File: src/rtl/regfile_wb_if.sv
// Producer-side handshakes, register-file write port and scoreboard/forwarding taps of the writeback queue.
// master = producers/regfile side, slave = regfile_wb_queue.
interface regfile_wb_if #(
  parameter int DEPTH = 4,
  parameter int AW    = 5,
  parameter int DW    = 32
);
  localparam int unsigned CW = $clog2(DEPTH) + 1;
  localparam int unsigned NR = 2 ** AW;

  logic          src0_valid;
  logic [AW-1:0] src0_addr;
  logic [DW-1:0] src0_data;
  logic          src0_ready;
  logic          src1_valid;
  logic [AW-1:0] src1_addr;
  logic [DW-1:0] src1_data;
  logic          src1_ready;
  logic          wr_en;
  logic [AW-1:0] wr_addr;
  logic [DW-1:0] wr_data;
  logic [NR-1:0] busy;
  logic [CW-1:0] count;
  logic [AW-1:0] fwd_addr;
  logic          fwd_hit;
  logic [DW-1:0] fwd_data;

  modport master (
    output src0_valid, src0_addr, src0_data, src1_valid, src1_addr, src1_data, fwd_addr,
    input  src0_ready, src1_ready, wr_en, wr_addr, wr_data, busy, count, fwd_hit, fwd_data
  );

  modport slave (
    input  src0_valid, src0_addr, src0_data, src1_valid, src1_addr, src1_data, fwd_addr,
    output src0_ready, src1_ready, wr_en, wr_addr, wr_data, busy, count, fwd_hit, fwd_data
  );
endinterface

File: src/rtl/regfile_wb_queue.sv
// Writeback queue: two result producers feed an in-order FIFO drained at one register-file write per cycle.
// Define WB_FWD_EN to add the newest-first forwarding search over buffered results.
module regfile_wb_queue #(
  parameter int DEPTH = 4,
  parameter int AW    = 5,
  parameter int DW    = 32
) (
  input logic         clk,
  input logic         rst,
  regfile_wb_if.slave bus
);
  localparam int unsigned PW = $clog2(DEPTH);
  localparam int unsigned CW = PW + 1;
  localparam int unsigned NR = 2 ** AW;

  typedef struct packed {
    logic [AW-1:0] addr;
    logic [DW-1:0] data;
  } wb_entry_t;

  wb_entry_t     mem [DEPTH];
  logic [PW-1:0] rd_ptr;
  logic [PW-1:0] wr_ptr;
  logic [CW-1:0] count;
  logic          src0_ready_c;
  logic          src1_ready_c;
  logic          push0;
  logic          push1;
  logic          pop;
  logic [NR-1:0] busy_c;
  logic          fwd_hit_c;
  logic [DW-1:0] fwd_data_c;

  // Free space comes from the registered count only; a same-cycle pop is not credited.
  assign src0_ready_c = count < CW'(DEPTH);
  assign src1_ready_c = bus.src0_valid ? (count <= CW'(DEPTH - 2)) : (count < CW'(DEPTH));

  // x0 handshakes complete but never occupy a slot.
  assign push0 = bus.src0_valid && src0_ready_c && (bus.src0_addr != '0);
  assign push1 = bus.src1_valid && src1_ready_c && (bus.src1_addr != '0);
  assign pop   = count != '0;

  assign bus.src0_ready = src0_ready_c;
  assign bus.src1_ready = src1_ready_c;
  assign bus.count      = count;
  assign bus.busy       = busy_c;
  assign bus.fwd_hit    = fwd_hit_c;
  assign bus.fwd_data   = fwd_data_c;

  // Storage; src0 takes the older slot when both push.
  always_ff @(posedge clk) begin
    if (push0) mem[wr_ptr] <= wb_entry_t'{addr: bus.src0_addr, data: bus.src0_data};
    if (push1) mem[wr_ptr + PW'(push0)] <= wb_entry_t'{addr: bus.src1_addr, data: bus.src1_data};
  end

  always_ff @(posedge clk) begin
    if (rst) begin
      rd_ptr      <= '0;
      wr_ptr      <= '0;
      count       <= '0;
      bus.wr_en   <= 1'b0;
      bus.wr_addr <= '0;
      bus.wr_data <= '0;
    end else begin
      wr_ptr    <= wr_ptr + PW'(push0) + PW'(push1);
      count     <= count + CW'(push0) + CW'(push1) - CW'(pop);
      bus.wr_en <= pop;
      if (pop) begin
        rd_ptr      <= rd_ptr + PW'(1);
        bus.wr_addr <= mem[rd_ptr].addr;
        bus.wr_data <= mem[rd_ptr].data;
      end
    end
  end

  // Busy covers only entries still in the FIFO, not the one on the write port.
  always_comb begin
    busy_c = '0;
    for (int k = 0; k < DEPTH; k++) begin
      if (CW'(k) < count) busy_c[mem[rd_ptr + PW'(k)].addr] = 1'b1;
    end
    busy_c[0] = 1'b0;
  end

`ifdef WB_FWD_EN
  // Oldest first so later (newer) matches override; the write-port entry is the oldest.
  always_comb begin
    fwd_hit_c  = 1'b0;
    fwd_data_c = '0;
    if (bus.fwd_addr != '0) begin
      if (bus.wr_en && (bus.wr_addr == bus.fwd_addr)) begin
        fwd_hit_c  = 1'b1;
        fwd_data_c = bus.wr_data;
      end
      for (int k = 0; k < DEPTH; k++) begin
        if ((CW'(k) < count) && (mem[rd_ptr + PW'(k)].addr == bus.fwd_addr)) begin
          fwd_hit_c  = 1'b1;
          fwd_data_c = mem[rd_ptr + PW'(k)].data;
        end
      end
    end
  end
`else
  logic unused_fwd_addr;
  assign unused_fwd_addr = ^bus.fwd_addr;
  assign fwd_hit_c       = 1'b0;
  assign fwd_data_c      = '0;
`endif
endmodule

File: src/flat_wrapper.sv
// flat-port wrapper written by rule: the top's interface ports become plain ports
module regfile_wb_queue_flat 
#(
  parameter int DEPTH = 4,
  parameter int AW    = 5,
  parameter int DW    = 32
)
  (clk, rst, bus_src0_valid, bus_src0_addr, bus_src0_data, bus_src1_valid, bus_src1_addr, bus_src1_data, bus_fwd_addr, bus_src0_ready, bus_src1_ready, bus_wr_en, bus_wr_addr, bus_wr_data, bus_busy, bus_count, bus_fwd_hit, bus_fwd_data);
  regfile_wb_if #(.DEPTH(DEPTH), .AW(AW), .DW(DW)) bus_i ();
  input logic clk;
  input logic rst;
  input wire logic [$bits(bus_i.src0_valid)-1:0] bus_src0_valid;
  input wire logic [$bits(bus_i.src0_addr)-1:0] bus_src0_addr;
  input wire logic [$bits(bus_i.src0_data)-1:0] bus_src0_data;
  input wire logic [$bits(bus_i.src1_valid)-1:0] bus_src1_valid;
  input wire logic [$bits(bus_i.src1_addr)-1:0] bus_src1_addr;
  input wire logic [$bits(bus_i.src1_data)-1:0] bus_src1_data;
  input wire logic [$bits(bus_i.fwd_addr)-1:0] bus_fwd_addr;
  output wire logic [$bits(bus_i.src0_ready)-1:0] bus_src0_ready;
  output wire logic [$bits(bus_i.src1_ready)-1:0] bus_src1_ready;
  output wire logic [$bits(bus_i.wr_en)-1:0] bus_wr_en;
  output wire logic [$bits(bus_i.wr_addr)-1:0] bus_wr_addr;
  output wire logic [$bits(bus_i.wr_data)-1:0] bus_wr_data;
  output wire logic [$bits(bus_i.busy)-1:0] bus_busy;
  output wire logic [$bits(bus_i.count)-1:0] bus_count;
  output wire logic [$bits(bus_i.fwd_hit)-1:0] bus_fwd_hit;
  output wire logic [$bits(bus_i.fwd_data)-1:0] bus_fwd_data;
  assign bus_i.src0_valid = bus_src0_valid;
  assign bus_i.src0_addr = bus_src0_addr;
  assign bus_i.src0_data = bus_src0_data;
  assign bus_i.src1_valid = bus_src1_valid;
  assign bus_i.src1_addr = bus_src1_addr;
  assign bus_i.src1_data = bus_src1_data;
  assign bus_i.fwd_addr = bus_fwd_addr;
  assign bus_src0_ready = bus_i.src0_ready;
  assign bus_src1_ready = bus_i.src1_ready;
  assign bus_wr_en = bus_i.wr_en;
  assign bus_wr_addr = bus_i.wr_addr;
  assign bus_wr_data = bus_i.wr_data;
  assign bus_busy = bus_i.busy;
  assign bus_count = bus_i.count;
  assign bus_fwd_hit = bus_i.fwd_hit;
  assign bus_fwd_data = bus_i.fwd_data;
  regfile_wb_queue #(.DEPTH(DEPTH), .AW(AW), .DW(DW)) u_core (.clk(clk), .rst(rst), .bus(bus_i));
endmodule
File: config.mk
export PLATFORM = sky130hd
export DESIGN_NAME = regfile_wb_queue_flat
export DESIGN_NICKNAME = d
export VERILOG_FILES = /design/src/rtl/regfile_wb_if.sv /design/src/rtl/regfile_wb_queue.sv /design/src/flat_wrapper.sv
export SDC_FILE = /design/constraint.sdc
export NUM_CORES = 1
export LEC_CHECK = 0
export ABC_CLOCK_PERIOD_IN_PS = 3530
export CORE_ASPECT_RATIO = 0.5
export CORE_MARGIN = 4
export CORE_UTILIZATION = 48
export DETAILED_ROUTE_END_ITERATION = 16
export PLACE_DENSITY = 0.77
export RECOVER_POWER = 50
export SYNTH_ARGS = -nofsm -noshare
export SYNTH_HDL_FRONTEND = slang
export SYNTH_SLANG_ARGS = --single-unit
File: constraint.sdc
create_clock -name clk -period 3.53 [get_ports clk]
set_input_delay 0.5295 -clock clk [delete_from_list [all_inputs] [get_ports clk]]
set_output_delay 0.5295 -clock clk [all_outputs]
set_load 0.005 [all_outputs]
==> flow_metrics.py, run 1 <==
metrics = {
    "power_and_ir_drop": {
        "switching_share_pct": 36.5,
        "ir_worst_vdd_v": 0.000453,
        "finalPower_mw": 11.2,
        "combPwrFrac_pct": 48.6,
        "clock_power_share_pct": 17.3,
        "power.switching_mw": 4.08,
        "powerDensity_mw_per_mm2": 854,
        "internal-power_mw": 7.11,
        "seq_power_share_pct": 34.1,
        "power.leakage_nw": 4.52,
    },
    "floorplan": {
        "die_w_um": 218,
        "die-area_sq_mm": 0.0246,
        "design.portCount": 191,
        "initial_core_util_pct": 48.9,
        "chipHeight_um": 113,
        "placeableCoreArea_sq_mm": 0.0216,
        "rows": 38,
    },
    "detailed_routing": {
        "initialDrtViolationCount": 614,
        "drc": 0,
        "detail-route-antenna-nets": 0,
        "wire_per_inst_um": 22.1,
        "vias": 7330,
        "wl_um": 27700,
        "via_per_inst": 5.86,
        "drt_pass1_iterations": 5,
    },
    "timing": {
        "finClkSkew_ns": 0.0108,
        "hold_viol_final": 0,
        "tightestPinTransition_ns": 2.20,
        "rsz0062_at_grt": "true",
        "finalCritPeriodShare_pct": 98.4,
        "timing.fmax_ghz": 0.288,
        "fin_ws_ns": 0.0560,
        "relSlewSlack_pct": -46.9,
        "post-route-min-period_ns": 3.47,
        "finalMaxSlewViolations": 39,
        "finalSetupViolCount": 0,
    },
    "worst_setup_path": {
        "timing.rr.end": "u_core.mem[1][31]$_DFFE_PP_",
        "critPathBufInv": 3,
        "slowest_stage": "dlygate4sd3_1",
        "crit_path_cell_trace": "dlygate4sd3_1, or3_1, o311a_1, ha_1, xor2_1, a2111oi_2, buf_4, o21bai_4, buf_4",
        "crit_path_max_fanout": 12,
        "cp_data_arrival_time_ns": 3.60,
        "end_kind": "flop",
        "criticalPathCategory": "primary input to flop",
        "critPathMostFrequentCell": "buf_4",
        "reg2reg_slack_ns": 0.53,
        "cp_slowest_stage_delay_ns": 0.61,
        "worstPathRequired_ns": 3.66,
        "path_delay_family": "buffers and inverters",
        "reg2reg_depth": 10,
        "rr_startpoint": "u_core.bus.count[2]$_SDFF_PP0_",
        "crit_path_start_kind": "primary input",
    },
    "hold_path": {
        "hold_depth": 2,
        "hp-class": "flop to flop",
        "hp-start": "u_core.bus.wr_data[25]$_SDFFE_PP0N_",
        "hold_end": "u_core.bus.wr_data[25]$_SDFFE_PP0N_",
    },
    "synth": {
        "netlist.area_leader.share_pct": 42.0,
        "seq_area_frac_synth_pct": 50.9,
        "avgSynthCellArea_sq_um": 13.7,
        "netlist_top_cells_area": "edfxtp_1 (42%), mux2_2 (13%), mux4_2 (10%), dfxtp_1 (8.9%), mux2_1 (2.9%)",
        "yosys_most_used_dff": "edfxtp_1",
        "synth_edf_count": 148,
        "ys_types": 45,
        "yosysMostFrequentCell": "edfxtp_1",
        "ys_warn_count": 0,
        "synth_cells": 769,
        "async_reset_ff_share_pct": 0,
        "ys_seq_elements": 195,
        "syn_area_sq_mm": 0.0106,
        "synth_top_cell_by_area": "edfxtp_1",
        "yosys-top-cells-count": "edfxtp_1 (148), mux2_2 (121), nand2_1 (79)",
    },
    "outcome": {
        "status": "finished with violations",
        "violations": "max-capacitance violations, max-slew violations",
    },
    "placement": {
        "routabilityCongestion": 0.826,
        "port_buffers": 151,
        "post-place-cells": 1215,
        "hpwl_um": 18700,
        "dp_slack_ns": -0.123,
    },
    "finish": {
        "fin_cells": 1250,
        "num_antenna_cells": 0,
        "nets": 1027,
        "fillers": 1661,
        "syn_to_final_growth_pct": 24.1,
        "drive_gt1_share_pct": 29.9,
    },
    "clock_network": {
        "clk_pin_slew_ns": 0.07,
        "ctsHoldBuffers": 0,
        "clock_tree.root_cell": "clkbuf_16",
        "cts_sinks": 195,
        "cts_tree": "built",
        "cts_inserted_buffers": 17,
        "clk_latency_ns": 0.44,
        "htree_levels": 4,
        "cts.path.max_buffers": 2,
    },
    "global_route": {
        "overflow": 0,
        "grt_start_max_net_pins": 47,
        "grt_pass1_wl_um": 42800,
        "antenna_found_initial": 0,
        "grt_pass1_vias": 7572,
        "grt_util_all_layers_pct": 22.3,
    },
    "run": {
        "max_cap_violations": 1,
    },
}
placed cells by master (no fill, tap or decap), types with 3 or more instances in the layout:
cell type,n
a21oi_1,38
a221o_1,29
buf_12,7
buf_4,25
clkbuf_1,7
clkbuf_16,18
clkbuf_2,9
clkbuf_4,4
clkdlybuf4s50_1,107
conb_1,34
dfxtp_1,44
dlygate4sd3_1,43
edfxtp_1,148
ha_1,5
inv_1,11
inv_6,4
mux2_1,27
mux2_2,121
mux4_2,52
nand2_1,79
nand2b_1,6
nand3_1,3
nand3b_1,6
nor2_1,17
nor2_2,5
nor2b_1,6
o22ai_1,27
o22ai_2,4
or3_1,4
or3b_1,5
xor2_1,3
state kept, by name (all words and copies together), names as in the netlist, named ones only:
signal and flops:
u_core.bus.count 3, u_core.bus.wr_addr 5, u_core.bus.wr_data 32, u_core.bus.wr_en 1, u_core.mem 148, u_core.rd_ptr 2
u_core.wr_ptr 2
worst max path at each step:
stage | endpoint | slack, ns | depth (start not counted) | startpoint
after global routing | bus_busy[2] | -0.03 | 5 | u_core.rd_ptr[0]$_SDFFE_PP0N_
after floorplan | u_core.mem[0][0]$_DFFE_PP_ | -0.21 | 8 | bus_src0_addr[0]
final | u_core.mem[1][31]$_DFFE_PP_ | 0.06 | 9 | bus_src0_addr[0]
after detailed placement | u_core.mem[1][30]$_DFFE_PP_ | -0.12 | 9 | bus_src0_addr[0]
after global placement | u_core.mem[1][30]$_DFFE_PP_ | -0.06 | 9 | bus_src0_addr[0]
after CTS | bus_busy[9] | 0.02 | 6 | u_core.rd_ptr[1]$_SDFFE_PP0N_
worst reg2reg max path, stage by stage, from the launching register on:
cell	delay [ns]
dfxtp_1	0.31
inv_1	0.16
ha_1	0.18
nor2b_1	0.30
clkbuf_1	0.19
o21ai_1	0.08
buf_4	0.18
a2111oi_2	0.52
buf_4	0.31
o21bai_4	0.18
buf_4	0.27
layer usage:
layer  up-vias  part of all wire [%]  track usage [%]  wire length, um
met1      3779                    42             28.6            11600
met4         0                   1.2             5.47              340
li1       3266                     -                -                -
met2       261                    52             39.6            14300
met5         -                     0                0                0
met3        24                   5.1             4.05             1400
power by group through the flow:
stage | clock network [mW] | logic (mW) | registers [mW]
6_report | 1.93 | 5.44 | 3.82
5_1_grt | 2.05 | 5.84 | 3.89
4_1_cts | 1.95 | 5.54 | 3.83
3_5_place_dp | 0 | 5.49 | 3.86
3_3_place_gp | 0 | 5.39 | 3.81
2_1_floorplan | 0 | 3.37 | 3.75
timing repair:
item                                    4_1_cts  5_1_grt
gates resized for setup                       5       16
endpoints found under the setup margin       29       22
buffers inserted                              0        3
kinds of logic after synthesis:
logic type | Yosys count | synth area share (%)
AOI/OAI and AO/OA | 114 | 7.95
and+or+nand+nor | 149 | 6.83
buffers and inverters | 98 | 5.92
muxes | 200 | 26.9
adders and majority gates | 7 | 0.970
other | 1 | 0.0355
DFF | 195 | 50.9
xor gates and xnor gates | 5 | 0.414
area by class of cell:
cell class,count,area (sq um),area share (%)
timing repair buffer,203,1940,14.8
clock inverter,12,116,0.887
multi-input combinational,509,4780,36.4
tap,300,375,2.86
inverter,11,41.3,0.315
sequential,195,5390,41.1
clock buffer,20,468,3.57
per-stage QoR:
stage                     TNS, ns  util, %  hold slack, ns  cell area (sq um)
after floorplan            -15.45        -           0.448              10700
after global placement      -2.71     58.2           0.441              12600
after detailed placement    -7.05     58.2           0.444              12600
after CTS                       0     61.0           0.454              13200
after global routing      -0.0832     60.6           0.473              13100
final                           0     60.6           0.451              13100
Power figures use the tool's default switching activity.
==> run 2: changes to the inputs <==
--- a/config.mk
+++ b/config.mk
@@ -7,7 +7,7 @@
 export LEC_CHECK = 0
 export ABC_CLOCK_PERIOD_IN_PS = 3530
 export CORE_ASPECT_RATIO = 0.5
-export CORE_MARGIN = 4
+export CORE_MARGIN = 2
 export CORE_UTILIZATION = 48
 export DETAILED_ROUTE_END_ITERATION = 16
 export PLACE_DENSITY = 0.77
==> run 2 against run 1 <==
Global-route usage rose by 0.89 points; via count fell by 2.4%; worst setup slack got worse by 0.020 ns; count of clock-buffer cells in the layout fell by 1; clock power barely moved; critical path depth fell by 4; the run still ends with max-capacitance violations, max-slew violations left; sequential power barely moved; die area fell by 5.3%.
==> flow_metrics.py, run 2 (same netlist as run 1, synthesis figures left out) <==
metrics = {
    "clock_network": {
        "cts_tree": "built",
        "cts_sinks": 195,
        "clk_latency_ns": 0.44,
        "htree_levels": 4,
        "cts_inserted_buffers": 17,
        "clk_pin_slew_ns": 0.07,
        "ctsHoldBuffers": 0,
        "clock_tree.root_cell": "clkbuf_16",
        "cts.path.max_buffers": 2,
    },
    "power_and_ir_drop": {
        "powerDensity_mw_per_mm2": 850,
        "ir_worst_vdd_v": 0.000430,
        "power.leakage_nw": 4.48,
    },
    "global_route": {
        "overflow": 0,
        "grt_pass1_wl_um": 40600,
        "grt_util_all_layers_pct": 23.2,
        "grt_pass1_vias": 7276,
        "antenna_found_initial": 0,
        "grt_start_max_net_pins": 47,
    },
    "timing": {
        "rsz0062_at_grt": "true",
        "timing.fmax_ghz": 0.286,
        "finClkSkew_ns": 0.00991,
        "finalSetupViolCount": 0,
        "tightestPinTransition_ns": 2.18,
        "finalMaxSlewViolations": 79,
        "hold_slack_ns": 0.453,
        "post-route-min-period_ns": 3.49,
        "finalCritPeriodShare_pct": 99.0,
        "hold_viol_final": 0,
        "relSlewSlack_pct": -45.1,
    },
    "placement": {
        "routabilityCongestion": 0.852,
        "port_buffers": 151,
        "place_area_sq_mm": 0.0126,
        "hpwl_um": 17700,
    },
    "detailed_routing": {
        "vias": 7155,
        "initialDrtViolationCount": 518,
        "drc": 0,
        "via_per_inst": 5.76,
        "wire_per_inst_um": 21.2,
        "wl_um": 26300,
        "detail-route-antenna-nets": 0,
        "drt_pass1_iterations": 5,
    },
    "finish": {
        "largest_reg_flops": 148,
        "reg_top3": "u_core.mem: 148 flops, u_core.bus.wr_data: 32 flops, u_core.bus.wr_addr: 5 flops",
        "syn_to_final_growth_pct": 24.0,
        "fillers": 1675,
        "multi_input_area_sq_mm": 0.00478,
        "regArea_sq_mm": 0.00540,
        "largest_register": "u_core.mem",
        "final_cell_mix": "edfxtp_1 (148), mux2_2 (121), clkdlybuf4s50_1 (107)",
        "drive_gt1_share_pct": 28.4,
        "fin_area_sq_mm": 0.0131,
        "nets": 1020,
        "num_antenna_cells": 0,
        "final_common_cell": "edfxtp_1",
    },
    "outcome": {
        "status": "finished with violations",
        "violations": "max-capacitance violations, max-slew violations",
    },
    "worst_setup_path": {
        "end_kind": "output port",
        "criticalPathCategory": "flop to output port",
        "cp_data_arrival_time_ns": 2.96,
        "worstPathRequired_ns": 3.00,
        "crit_path_start_kind": "flop",
        "crit_path_max_fanout": 10,
    },
    "hold_path": {
        "hp-class": "flop to flop",
    },
    "floorplan": {
        "die_w_um": 214,
        "die-area_sq_mm": 0.0233,
        "rows": 38,
        "chipHeight_um": 109,
        "placeableCoreArea_sq_mm": 0.0216,
        "initial_core_util_pct": 48.9,
        "design.portCount": 191,
    },
    "run": {
        "max_cap_violations": 2,
    },
}
==> run 2: cell count changes in the layout (fill, tap and decap cells not counted), sizes merged <==
cell      before  now
buf           34   33
clkbuf        39   32
clkinv         3    6
clkinvlp       2    1
inv           17   16
==> run 2: worst max-delay path: stages (launching register included) <==
cell             delay, ns
dfxtp_4               0.44
mux4_2                0.59
or4b_4                0.59
o22ai_1               0.26
a221o_1               0.15
clkdlybuf4s50_1       0.49
==> run 2: through the flow <==
stage	setup slack (ns)	instances	power, mW	TNS (ns)	utilization (%)
6_report	0.0362	1243	11.1	0	60.6
5_1_grt	-0.0297	1243	11.7	-0.161	60.6
4_1_cts	-0.00311	1239	11.3	-0.00617	60.9
3_5_place_dp	0.0126	1207	9.37	0	58.2
3_3_place_gp	0.0150	1207	9.25	0	58.2
2_1_floorplan	-0.209	802	7.12	-15.45	-
==> run 2: path summary, 6_finish.rpt <==
kind,depth (start not counted),endpoint,from,slack (ns)
min reg2reg,2,u_core.bus.wr_data[11]$_SDFFE_PP0N_,u_core.bus.wr_data[11]$_SDFFE_PP0N_,0.45
min,2,u_core.bus.wr_data[11]$_SDFFE_PP0N_,u_core.bus.wr_data[11]$_SDFFE_PP0N_,0.45
max reg2reg,9,u_core.mem[0][36]$_DFFE_PP_,u_core.bus.count[2]$_SDFF_PP0_,0.41
max,5,bus_busy[18],u_core.rd_ptr[0]$_SDFFE_PP0N_,0.04
==> run 2: routing by layer <==
layer | vias up | wire length [um] | GRT usage [%]
met5 | - | 0 | 0
met4 | 0 | 440 | 7.69
met3 | 41 | 1480 | 3.83
met2 | 269 | 13400 | 41.3
met1 | 3592 | 11000 | 29.0
li1 | 3253 | - | -
==> run 2: final cells by class <==
cell class / instances / area share, %
inverters: 11 / 0.315
clock inverters: 13 / 0.926
repair buffers: 196 / 14.8
clock buffers: 19 / 3.45
well taps: 300 / 2.86
multi-input cells: 509 / 36.5
flip-flops and latches: 195 / 41.1
==> run 2: where the power goes <==
group          switching (mW)  internal, mW  total, mW
Clock                   0.876          1.02       1.90
Sequential              0.374          3.44       3.82
Combinational            2.78          2.64       5.43
==> run 2: what timing repair did <==
action | CTS | global route
endpoints found under the hold margin | 0 | 0
buffers inserted | 0 | 4
endpoints found under the setup margin | 31 | 24
resized for setup | 7 | 15
pin swaps | 0 | 1
==> run 3: changes to the inputs <==
--- a/config.mk
+++ b/config.mk
@@ -8,9 +8,8 @@
 export ABC_CLOCK_PERIOD_IN_PS = 3530
 export CORE_ASPECT_RATIO = 0.5
 export CORE_MARGIN = 2
-export CORE_UTILIZATION = 48
+export CORE_UTILIZATION = 30
 export DETAILED_ROUTE_END_ITERATION = 16
-export PLACE_DENSITY = 0.77
 export RECOVER_POWER = 50
 export SYNTH_ARGS = -nofsm -noshare
 export SYNTH_HDL_FRONTEND = slang
==> run 3 against run 2 <==
The run still ends with max-capacitance violations, max-slew violations left; power up 1.1%; register-to-register slack worse by 0.05 ns; non-clock buffer count up 9; highest routed layer unchanged; combinational power up 3%; sequential power about the same.
==> flow_metrics.py, run 3 (same netlist as run 1, synthesis figures left out) <==
metrics = {
    "floorplan": {
        "rows": 48,
        "chipHeight_um": 137,
        "die-area_sq_mm": 0.0369,
        "die_w_um": 269,
        "design.portCount": 191,
        "initial_core_util_pct": 30.6,
        "placeableCoreArea_sq_mm": 0.0346,
    },
    "detailed_routing": {
        "initialDrtViolationCount": 606,
        "wl_um": 29000,
        "via_per_inst": 5.05,
        "drt_pass1_iterations": 6,
        "vias": 7211,
        "drc": 0,
        "wire_per_inst_um": 20.3,
        "detail-route-antenna-nets": 0,
    },
    "worst_setup_path": {
        "crit_path_cell_trace": "buf_12, mux4_2, or4b_4, o22ai_2, a221o_1, clkdlybuf4s50_1",
        "end_kind": "output port",
        "worstPathRequired_ns": 3.00,
        "crit_path_max_fanout": 11,
        "slowest_stage": "or4b_4",
        "path_delay_family": "buffers and inverters",
        "cp_slowest_stage_delay_ns": 0.59,
        "crit_path_start_kind": "flop",
        "cp_num_cells": 6,
        "criticalPathCategory": "flop to output port",
        "reg2reg_depth": 9,
        "cp_data_arrival_time_ns": 2.94,
        "critPathBufInv": 2,
    },
    "finish": {
        "nets": 1029,
        "fin_area_sq_mm": 0.0134,
        "final_cell_mix": "edfxtp_1 (148), mux2_2 (120), clkdlybuf4s50_1 (104)",
        "largest_reg_flops": 148,
        "num_antenna_cells": 0,
        "final_common_cell": "edfxtp_1",
        "fin_cells": 1427,
        "fillers": 3305,
        "syn_to_final_growth_pct": 26.9,
        "drive_gt1_share_pct": 29.5,
        "reg_top3": "u_core.mem: 148 flops, u_core.bus.wr_data: 32 flops, u_core.bus.wr_addr: 5 flops",
        "largest_register": "u_core.mem",
    },
    "timing": {
        "post-route-min-period_ns": 3.47,
        "tightestPinTransition_ns": 2.06,
        "finalSetupViolCount": 0,
        "finalCritPeriodShare_pct": 98.4,
        "tns_ns": 0,
        "fin_ws_ns": 0.0582,
        "hold_slack_ns": 0.448,
        "rsz0062_at_grt": "true",
        "finClkSkew_ns": 0.0219,
        "finalMaxSlewViolations": 39,
        "relSlewSlack_pct": -37.4,
        "timing.fmax_ghz": 0.288,
        "hold_viol_final": 0,
    },
    "global_route": {
        "grt_util_all_layers_pct": 15.4,
        "grt_start_max_net_pins": 47,
        "grt_pass1_vias": 7220,
        "grt_pass1_wl_um": 43200,
        "antenna_found_initial": 0,
        "overflow": 0,
    },
    "power_and_ir_drop": {
        "power.leakage_nw": 4.59,
        "powerDensity_mw_per_mm2": 839,
        "ir_worst_vdd_v": 0.000497,
    },
    "placement": {
        "place_area_sq_mm": 0.0128,
        "port_buffers": 151,
        "post-place-cells": 1390,
        "hpwl_um": 20000,
        "dp_slack_ns": -0.0387,
        "routabilityCongestion": 0.872,
    },
    "clock_network": {
        "cts_inserted_buffers": 17,
        "cts_tree": "built",
        "cts.path.max_buffers": 2,
        "htree_levels": 4,
        "clock_tree.root_cell": "clkbuf_16",
        "cts_sinks": 195,
        "clk_latency_ns": 0.44,
        "clk_pin_slew_ns": 0.07,
    },
    "run": {
        "max_cap_violations": 1,
    },
    "outcome": {
        "violations": "max-capacitance violations, max-slew violations",
        "status": "finished with violations",
    },
    "hold_path": {
        "hp-class": "flop to flop",
        "hold_depth": 2,
    },
}
-- run 3: area by class of cell --
class                   instances  area [sq um]  area share, %
clock inverters                11           108          0.802
flip-flops and latches        195          5390           40.2
inverters                      11          41.3          0.308
well taps                     475           594           4.43
clock buffers                  21           460           3.43
multi-input cells             509          4790           35.7
repair buffers                205          2030           15.2
-- run 3: worst paths after layout --
path                                        from                                  end  slack [ns]
min reg2reg  u_core.bus.wr_data[12]$_SDFFE_PP0N_  u_core.bus.wr_data[12]$_SDFFE_PP0N_        0.45
max                u_core.rd_ptr[0]$_SDFFE_PP0N_                         bus_busy[22]        0.06
min          u_core.bus.wr_data[12]$_SDFFE_PP0N_  u_core.bus.wr_data[12]$_SDFFE_PP0N_        0.45
max reg2reg       u_core.bus.count[2]$_SDFF_PP0_          u_core.mem[2][31]$_DFFE_PP_        0.36
-- run 3: repair_timing --
item / in CTS / in global routing
setup buffers: 3 / 2
hold buffers: 0 / 0
pin swaps: 0 / 2
setup endpoints to repair: 29 / 26
resized for setup: 8 / 18
-- run 3: routing by layer --
layer | track usage [%] | wire, um | vias up
li1 | - | - | 3276
met1 | 18.0 | 11700 | 3698
met2 | 29.5 | 15700 | 205
met3 | 2.60 | 1250 | 32
met4 | 4.20 | 410 | 0
met5 | 0 | 0 | -
-- run 3: through the flow --
| step | util, % | total power [mW] |
|---|---|---|
| after detailed placement | 37.1 | 9.52 |
| after global routing | 38.8 | 11.9 |
| after global placement | 37.1 | 9.42 |
| final | 38.8 | 11.3 |
| after CTS | 38.9 | 11.5 |
| after floorplan | - | 7.12 |
-- run 3: worst min-delay path, cell delays in order (launching register included) --
cell     delay (ns)
dfxtp_1        0.31
nand2_1        0.05
a21oi_1        0.05
-- run 3: report_power, final --
| group | switching, mW | internal (mW) | total [mW] |
|---|---|---|---|
| Combinational | 2.88 | 2.70 | 5.58 |
| Sequential | 0.366 | 3.44 | 3.80 |
| Clock | 0.861 | 1.02 | 1.88 |
